===== src/rtl/data_mem_access_unit_if.sv =====
// Word-wide data memory bus between the MEM-stage access unit (master)
// and the data memory (slave).
interface data_mem_access_unit_if #(
  parameter int ADDR_WIDTH = 32
);
  logic                  MEM_REQ_READ;
  logic                  MEM_REQ_WRITE;
  logic [ADDR_WIDTH-3:0] MEM_ADDR;
  logic [31:0]           MEM_WDATA;
  logic [3:0]            MEM_BYTE_EN;
  logic [31:0]           MEM_RDATA;
  logic                  MEM_ACK;

  modport master (
    output MEM_REQ_READ,
    output MEM_REQ_WRITE,
    output MEM_ADDR,
    output MEM_WDATA,
    output MEM_BYTE_EN,
    input  MEM_RDATA,
    input  MEM_ACK
  );

  modport slave (
    input  MEM_REQ_READ,
    input  MEM_REQ_WRITE,
    input  MEM_ADDR,
    input  MEM_WDATA,
    input  MEM_BYTE_EN,
    output MEM_RDATA,
    output MEM_ACK
  );
endinterface


===== src/rtl/data_mem_access_unit.sv =====
// MEM-stage load/store unit: one request/ack bus transaction per access.
// Optional misaligned-access trap: define MEM_MISALIGN_TRAP_EN.
module data_mem_access_unit #(
  parameter int ADDR_WIDTH  = 32,
  parameter int ACK_TIMEOUT = 255
) (
  input  logic                  CLK,
  input  logic                  RESET,
  input  logic                  MEM_READ_EN,
  input  logic                  MEM_WRITE_EN,
  input  logic [2:0]            FUNC3,
  input  logic [ADDR_WIDTH-1:0] ADDRESS,
  input  logic [31:0]           WRITE_DATA,
  output logic [31:0]           READ_DATA,
  output logic                  BUSYWAIT,
  output logic                  BUS_ERROR,
`ifdef MEM_MISALIGN_TRAP_EN
  output logic                  MISALIGNED,
`endif
  data_mem_access_unit_if.master mem
);

  typedef enum logic [1:0] {
    IDLE,
    ACCESS,
    DONE
  } state_e;

  localparam logic [7:0] TO = 8'(ACK_TIMEOUT);

  state_e                state_q, state_d;
  logic [7:0]            cnt_q, cnt_d;
  logic [ADDR_WIDTH-3:0] addr_q, addr_d;
  logic [1:0]            off_q, off_d;
  logic [2:0]            f3_q, f3_d;
  logic                  wr_q, wr_d;
  logic [3:0]            be_q, be_d;
  logic [31:0]           wd_q, wd_d;
  logic [31:0]           rdata_q, rdata_d;
  logic                  berr_q, berr_d;
  logic                  rreq_q, rreq_d;
  logic                  wreq_q, wreq_d;
  logic                  busy;
  logic                  req;
  logic                  mis;
  logic [3:0]            be_n;
  logic [31:0]           wd_n;
`ifdef MEM_MISALIGN_TRAP_EN
  logic                  mis_q, mis_d;
`endif

  assign req = MEM_READ_EN | MEM_WRITE_EN;

`ifdef MEM_MISALIGN_TRAP_EN
  assign mis = ((FUNC3[1:0] == 2'b01) && ADDRESS[0])
             || ((FUNC3 == 3'b010) && (ADDRESS[1:0] != 2'b00));
`else
  assign mis = 1'b0;
`endif

  function automatic logic [31:0] fmt(
    input logic [2:0]  f3,
    input logic [1:0]  off,
    input logic [31:0] d
  );
    logic [7:0]  b;
    logic [15:0] h;
    unique case (off)
      2'd0: b = d[7:0];
      2'd1: b = d[15:8];
      2'd2: b = d[23:16];
      2'd3: b = d[31:24];
    endcase
    h = off[1] ? d[31:16] : d[15:0];
    unique case (f3)
      3'b000:  fmt = {{24{b[7]}}, b};
      3'b100:  fmt = {24'd0, b};
      3'b001:  fmt = {{16{h[15]}}, h};
      3'b101:  fmt = {16'd0, h};
      default: fmt = d;
    endcase
  endfunction

  // Writes win when both enables are high; reads always enable all lanes.
  always_comb begin
    be_n = 4'b1111;
    wd_n = WRITE_DATA;
    if (MEM_WRITE_EN) begin
      unique case (1'b1)
        (FUNC3 == 3'b000): begin
          be_n = 4'b0001 << ADDRESS[1:0];
          wd_n = {4{WRITE_DATA[7:0]}};
        end
        (FUNC3 == 3'b001): begin
          be_n = 4'b0011 << {ADDRESS[1], 1'b0};
          wd_n = {2{WRITE_DATA[15:0]}};
        end
        default: begin
          be_n = 4'b1111;
          wd_n = WRITE_DATA;
        end
      endcase
    end
  end

  always_comb begin
    state_d = state_q;
    cnt_d   = cnt_q;
    addr_d  = addr_q;
    off_d   = off_q;
    f3_d    = f3_q;
    wr_d    = wr_q;
    be_d    = be_q;
    wd_d    = wd_q;
    rdata_d = rdata_q;
    berr_d  = 1'b0;
    rreq_d  = 1'b0;
    wreq_d  = 1'b0;
    busy    = 1'b0;
`ifdef MEM_MISALIGN_TRAP_EN
    mis_d   = 1'b0;
`endif
    unique case (state_q)
      IDLE: begin
        if (req) begin
          if (mis) begin
            state_d = DONE;
`ifdef MEM_MISALIGN_TRAP_EN
            mis_d   = 1'b1;
`endif
          end else begin
            busy    = 1'b1;
            state_d = ACCESS;
            cnt_d   = 8'd0;
            addr_d  = ADDRESS[ADDR_WIDTH-1:2];
            off_d   = ADDRESS[1:0];
            f3_d    = FUNC3;
            wr_d    = MEM_WRITE_EN;
            be_d    = be_n;
            wd_d    = wd_n;
            rreq_d  = ~MEM_WRITE_EN;
            wreq_d  = MEM_WRITE_EN;
          end
        end
      end
      ACCESS: begin
        busy  = 1'b1;
        cnt_d = cnt_q + 8'd1;
        if (mem.MEM_ACK) begin
          state_d = DONE;
          if (!wr_q) rdata_d = fmt(f3_q, off_q, mem.MEM_RDATA);
        end else if ((cnt_q + 8'd1) == TO) begin
          state_d = DONE;
          berr_d  = 1'b1;
          if (!wr_q) rdata_d = 32'd0;
        end else begin
          rreq_d = ~wr_q;
          wreq_d = wr_q;
        end
      end
      DONE: state_d = IDLE;
      default: state_d = IDLE;
    endcase
  end

  always_ff @(posedge CLK or posedge RESET) begin
    if (RESET) begin
      state_q <= IDLE;
      cnt_q   <= 8'd0;
      addr_q  <= '0;
      off_q   <= 2'd0;
      f3_q    <= 3'd0;
      wr_q    <= 1'b0;
      be_q    <= 4'd0;
      wd_q    <= 32'd0;
      rdata_q <= 32'd0;
      berr_q  <= 1'b0;
      rreq_q  <= 1'b0;
      wreq_q  <= 1'b0;
`ifdef MEM_MISALIGN_TRAP_EN
      mis_q   <= 1'b0;
`endif
    end else begin
      state_q <= state_d;
      cnt_q   <= cnt_d;
      addr_q  <= addr_d;
      off_q   <= off_d;
      f3_q    <= f3_d;
      wr_q    <= wr_d;
      be_q    <= be_d;
      wd_q    <= wd_d;
      rdata_q <= rdata_d;
      berr_q  <= berr_d;
      rreq_q  <= rreq_d;
      wreq_q  <= wreq_d;
`ifdef MEM_MISALIGN_TRAP_EN
      mis_q   <= mis_d;
`endif
    end
  end

  assign READ_DATA         = rdata_q;
  assign BUSYWAIT          = busy & ~RESET;
  assign BUS_ERROR         = berr_q;
  assign mem.MEM_REQ_READ  = rreq_q;
  assign mem.MEM_REQ_WRITE = wreq_q;
  assign mem.MEM_ADDR      = addr_q;
  assign mem.MEM_WDATA     = wd_q;
  assign mem.MEM_BYTE_EN   = be_q;
`ifdef MEM_MISALIGN_TRAP_EN
  assign MISALIGNED        = mis_q;
`endif

endmodule


===== src/flat_wrapper.sv =====
// flat-port wrapper written by rule: the top's interface ports become plain ports
module data_mem_access_unit_flat 
#(
  parameter int ADDR_WIDTH  = 32,
  parameter int ACK_TIMEOUT = 255
)
  (CLK, RESET, MEM_READ_EN, MEM_WRITE_EN, FUNC3, ADDRESS, WRITE_DATA, READ_DATA, BUSYWAIT, BUS_ERROR, mem_MEM_REQ_READ, mem_MEM_REQ_WRITE, mem_MEM_ADDR, mem_MEM_WDATA, mem_MEM_BYTE_EN, mem_MEM_RDATA, mem_MEM_ACK);
  data_mem_access_unit_if #(.ADDR_WIDTH(ADDR_WIDTH)) mem_i ();
  input  logic CLK;
  input  logic RESET;
  input  logic MEM_READ_EN;
  input  logic MEM_WRITE_EN;
  input  logic [2:0] FUNC3;
  input  logic [ADDR_WIDTH-1:0] ADDRESS;
  input  logic [31:0] WRITE_DATA;
  output logic [31:0] READ_DATA;
  output logic BUSYWAIT;
  output logic BUS_ERROR;
  output wire logic [$bits(mem_i.MEM_REQ_READ)-1:0] mem_MEM_REQ_READ;
  output wire logic [$bits(mem_i.MEM_REQ_WRITE)-1:0] mem_MEM_REQ_WRITE;
  output wire logic [$bits(mem_i.MEM_ADDR)-1:0] mem_MEM_ADDR;
  output wire logic [$bits(mem_i.MEM_WDATA)-1:0] mem_MEM_WDATA;
  output wire logic [$bits(mem_i.MEM_BYTE_EN)-1:0] mem_MEM_BYTE_EN;
  input wire logic [$bits(mem_i.MEM_RDATA)-1:0] mem_MEM_RDATA;
  input wire logic [$bits(mem_i.MEM_ACK)-1:0] mem_MEM_ACK;
  assign mem_MEM_REQ_READ = mem_i.MEM_REQ_READ;
  assign mem_MEM_REQ_WRITE = mem_i.MEM_REQ_WRITE;
  assign mem_MEM_ADDR = mem_i.MEM_ADDR;
  assign mem_MEM_WDATA = mem_i.MEM_WDATA;
  assign mem_MEM_BYTE_EN = mem_i.MEM_BYTE_EN;
  assign mem_i.MEM_RDATA = mem_MEM_RDATA;
  assign mem_i.MEM_ACK = mem_MEM_ACK;
  data_mem_access_unit #(.ADDR_WIDTH(ADDR_WIDTH), .ACK_TIMEOUT(ACK_TIMEOUT)) u_core (.CLK(CLK), .RESET(RESET), .MEM_READ_EN(MEM_READ_EN), .MEM_WRITE_EN(MEM_WRITE_EN), .FUNC3(FUNC3), .ADDRESS(ADDRESS), .WRITE_DATA(WRITE_DATA), .READ_DATA(READ_DATA), .BUSYWAIT(BUSYWAIT), .BUS_ERROR(BUS_ERROR), .mem(mem_i));
endmodule

===== config.mk =====
export PLATFORM = sky130hd
export DESIGN_NAME = data_mem_access_unit_flat
export DESIGN_NICKNAME = d
export VERILOG_FILES = /design/src/rtl/data_mem_access_unit_if.sv /design/src/rtl/data_mem_access_unit.sv /design/src/flat_wrapper.sv
export SDC_FILE = /design/constraint.sdc
export NUM_CORES = 1
export LEC_CHECK = 0
export CORE_ASPECT_RATIO = 0.8
export CORE_MARGIN = 2
export CORE_UTILIZATION = 40
export DETAILED_ROUTE_END_ITERATION = 12
export HOLD_SLACK_MARGIN = 0.05
export PLACE_DENSITY = 0.77
export SLEW_MARGIN = 40
export SYNTH_ARGS = -nofsm -noshare
export SYNTH_HDL_FRONTEND = slang
export SYNTH_SLANG_ARGS = --single-unit

===== constraint.sdc =====
create_clock -name CLK -period 3.5 [get_ports CLK]
set_input_delay 0.525 -clock CLK [delete_from_list [all_inputs] [get_ports CLK]]
set_output_delay 0.525 -clock CLK [all_outputs]
set_load 0.05 [all_outputs]

**Word level (Yosys, flattened, before mapping)**

Index checks and enable logic that the tools add are counted.

- Register bits: 117
- Input port bits: 104
- Output and inout port bits: 102
- Logic and storage cells: 71

- Add/sub/neg operators: 1
- Equal/unequal tests: 11
- Shift operators: 2
- Multiplexer cells: 30
- Bitwise operators: 5
- Reductions and logical operators: 10

Operator list:

| kind | count |
|---|---|
| two-way mux 32 bit | 5 |
| case mux 32 bit (4 select lines) | 1 |
| case mux 32 bit (2 select lines) | 1 |
| case mux 8 bit (4 select lines) | 1 |
| two-way mux 16 bit | 1 |
| case mux 8 bit (2 select lines) | 1 |
| two-way mux 1 bit | 10 |
| adder 8 x 1 -> 8 bit, second input constant | 1 |
| equality test 8 bit, second input constant | 1 |
| two-way mux 8 bit | 1 |
| case mux 4 bit (2 select lines) | 1 |
| equality test 3 x 1 -> 1 bit, second input constant | 2 |
| equality test 3 bit, second input constant | 2 |
| logical NOT 3 bit | 2 |
| two-way mux 2 bit | 3 |
| case mux 1 bit (2 select lines) | 3 |
| AND reduction 2 bit | 3 |
| equality test 2 x 1 -> 1 bit, second input constant | 2 |
| equality test 2 bit, second input constant | 2 |
| logical NOT 2 bit | 2 |
| two-way mux 4 bit | 1 |
| case mux 2 bit (2 select lines) | 1 |
| nonzero test 2 bit | 2 |
| left shift 1 x 2 -> 4 bit, first input constant | 1 |
| 7 further kinds | 9 |

**Longest topological paths before layout**

- Depth after elaboration: 5
- Depth in mapped cells: 8
- Mapped depth without buffers: 7

**Worst setup path before layout**

OpenSTA, ideal clock, no wires.

- Path kind: input to output
- From: input port MEM_WRITE_EN
- To: output port BUSYWAIT
- Arrival: 1,891 ps
- Required time: 2,975 ps
- Slack: 1,084 ps
- Stages: 5
- Buffers on the path: 2
- Cells stage by stage: clkbuf_1 -> nor3_1 -> or2_2 -> clkbuf_1 -> nor2_1

- Longest elaborated chain between the ends: 4

Ends and longest elaborated chain:

| element | RTL line | text |
|---|---|---|
| start, declared | flat_wrapper.sv:12 | `input logic MEM_WRITE_EN;` |
| bitwise OR 1 bit | data_mem_access_unit.sv:52 | `assign req = MEM_READ_EN \| MEM_WRITE_EN;` |
| two-way mux 1 bit | data_mem_access_unit.sv:125 | `if (req) begin` |
| case mux 1 bit (2 select lines) | data_mem_access_unit.sv:123 | `unique case (state_q)` |
| AND 1 bit | data_mem_access_unit.sv:203 | `assign BUSYWAIT = busy & ~RESET;` |
| end, declared | flat_wrapper.sv:17 | `output logic BUSYWAIT;` |

Every way passes these cells.

**Final worst setup path**

Same ends and word-level chain as after synthesis.

==> flow_summary.json <==
{
  "synthFlopType": "dfrtp_1",
  "worstMarginPinSlew_ps": 670,
  "drtIter0Drc": 330,
  "antenna_found_initial": 0,
  "clock-sinks": 117,
  "ys_seq_area_share_pct": 53.6,
  "htreeDepth": 4,
  "path_clk_slew_ps": 50,
  "maxSlewViolCount": 0,
  "switchingPower_mw": 4.27,
  "worst_setup_path_start_kind": "input pin",
  "seq_area_um2": 2930,
  "initial_utilization_pct": 40.6,
  "grt_pass1_wl_um": 25000,
  "final-hold-violation-count": 0,
  "yosysUniqueCellTypes": 48,
  "rr_startpoint": "u_core.cnt_q[0]",
  "syn_area_um2": 5460,
  "power_mw": 9.22,
  "hpwlAfterDp_um": 11400,
  "status": "complete, no violations",
  "async_flop_share_pct": 100,
  "synthTopCellsByArea": "dfrtp_1 54%, mux2_2 8.7%, a22o_1 3.8%",
  "ios": 206,
  "min_period_over_period_pct": 70.9,
  "syn-num-nets": 587,
  "power.internal_mw": 4.95,
  "end_kind": "output pin",
  "hp-class": "in2async",
  "p_seq_share_pct": 26.5,
  "area_growth_pct": 51.6,
  "cts_tree": "yes",
  "finClkSkew_ps": 7.96,
  "yosysWarningCount": 0,
  "portBuffers": 205,
  "cts_hold_buf": 0,
  "hold_ws_ps": 481,
  "rsz0062_at_grt": "false",
  "vdd_drop_max_mv": 0.763,
  "gp_congestion": 0.829,
  "p_leak_nw": 3.46,
  "cap_violations": 0,
  "power.density_nw_per_um2": 1110,
  "worstPathRequired_ps": 2970,
  "finalSetupViolCount": 0,
  "antenna_cells": 0,
  "grt-ovfl-total": 0,
  "yosysMostFrequentCell": "dfrtp_1",
  "root_buffer": "clkbuf_16",
  "grt_max_degree": 44,
  "ys_seq_elements": 117,
  "startpoint": "MEM_WRITE_EN",
  "grt.total_usage_pct": 22.2,
  "slew-limit-headroom_pct": 55.2,
  "core-area_um2": 13500,
  "final.setup.tns_ps": 0,
  "die_w_um": 135,
  "synthCells": 481,
  "syn-mean-instance-area_um2": 11.4,
  "die_y_um": 109,
  "clk_latency_ps": 410,
  "worstPathMaxFanout": 9,
  "drive_above_1_share_pct": 15.4,
  "post_drt_via_cell_ratio": 5.35,
  "cts_inserted_buffers": 17,
  "p_comb_share_pct": 54.8,
  "post_cts_buffers": 0,
  "power_frac_clock_pct": 18.7,
  "placed_cell_area_um2": 7660,
  "fin_cells": 874,
  "synth_common_cells": "117 x dfrtp_1, 42 x mux2_2, 38 x nand2_1, 28 x o21ai_0, 24 x a22o_1",
  "cts.repair.resized": 0,
  "drc_errors": 0,
  "cp.arrival_ps": 1960,
  "period_minus_slack_ps": 2480,
  "fill_cells": 1040,
  "dieArea_um2": 14600,
  "via_count": 4677,
  "worstSetupPathType": "in2out",
  "totalWireLength_um": 15900,
  "grt_pass1_vias": 4859,
  "clockBufferDepth": 2,
  "synth-edff-count": 0,
  "dp.cells": 840,
  "dr.pass1.iters": 5,
  "avgRoutedWirePerCell_um": 18.2,
  "stdcell_area_um2": 8280,
  "synth.top_cell.area_share_pct": 53.6,
  "multi_input_area_um2": 2300,
  "switching_share_pct": 46.3,
  "max_freq_mhz": 403,
  "num_rows": 38,
  "postRouteAntennaNets": 0,
  "yosysTopAreaCell": "dfrtp_1",
  "fin_nets": 787
}
[kinds of logic after synthesis]
family / Yosys count / synth area share [%]
fa+ha+maj: 2 / 0.458
buf+inv: 50 / 4.42
simple gates: 131 / 12.8
compound gates: 120 / 16.3
flops: 117 / 53.6
mux: 61 / 12.4
[metal layers]
layer	vias to the layer above	GRT usage [%]	share of wire, %
met5	-	0	0
met4	0	7.29	1.5
met3	22	8.67	9.6
met2	228	36.9	48
met1	2277	26.6	41
li1	2150	-	-
[cells in the final DEF (no fill, tap or decap), types with 9 or more instances in the layout]
cell	n
a21oi_1	21
a221o_1	16
a22o_1	24
clkbuf_16	17
clkdlybuf4s50_1	204
dfrtp_1	117
inv_1	14
mux2_2	42
mux2i_1	18
nand2_1	38
nand2b_1	19
nand3_1	9
nand4_1	11
nor2_1	20
nor2b_1	11
o21ai_0	28
[flip-flops by register name (all words and copies together) (netlist names), 2 cells and up]
| signal | flops |
|---|---|
| u_core.READ_DATA | 32 |
| u_core.cnt_q | 8 |
| u_core.f3_q | 3 |
| u_core.mem.MEM_ADDR | 30 |
| u_core.mem.MEM_BYTE_EN | 4 |
| u_core.mem.MEM_WDATA | 32 |
| u_core.off_q | 2 |
| u_core.state_q | 2 |
[through the flow]
stage | utilization (%) | setup WS, ps
after CTS | 61.3 | 1020
final | 61.5 | 1020
after floorplan | - | 1080
after global routing | 61.5 | 934
after detailed placement | 56.9 | 1020
after global placement | 56.9 | 1020
[critical path, cell delays in order]
cell             delay (ps)
clkdlybuf4s50_1         660
nor3_1                   90
or2_2                   360
nor2_1                  110
buf_4                   200
[area by class of cell]
type,count,area share (%)
flip-flops and latches,117,35.4
multi-input cells,314,27.8
repair buffers,216,26.2
clock buffers,18,5.18
well taps,180,2.72
clock inverters,14,1.95
inverters,15,0.725
[power by group through the flow]
stage | sequential, mW | combinational, mW | clock, mW
after global routing | 2.52 | 5.32 | 1.84
after CTS | 2.44 | 5.08 | 1.77
after global placement | 2.41 | 4.98 | 0
final | 2.44 | 5.05 | 1.73
after floorplan | 4.35 | 1.45 | 0
after detailed placement | 2.45 | 5.06 | 0
[final timing paths]
check	end	slack [ps]	cells after the start
max in group asynchronous	u_core.mem.MEM_ADDR[21]	2280	4
worst max register to register	u_core.READ_DATA[18]	1230	6
min in group CLK	u_core.mem.MEM_WDATA[16]	480	2
worst min register to register	u_core.mem.MEM_WDATA[16]	480	2
worst min-delay path	u_core.mem.MEM_ADDR[12]	480	2
worst max-delay path	BUSYWAIT	1020	5
(Power assumes the default switching activity.)
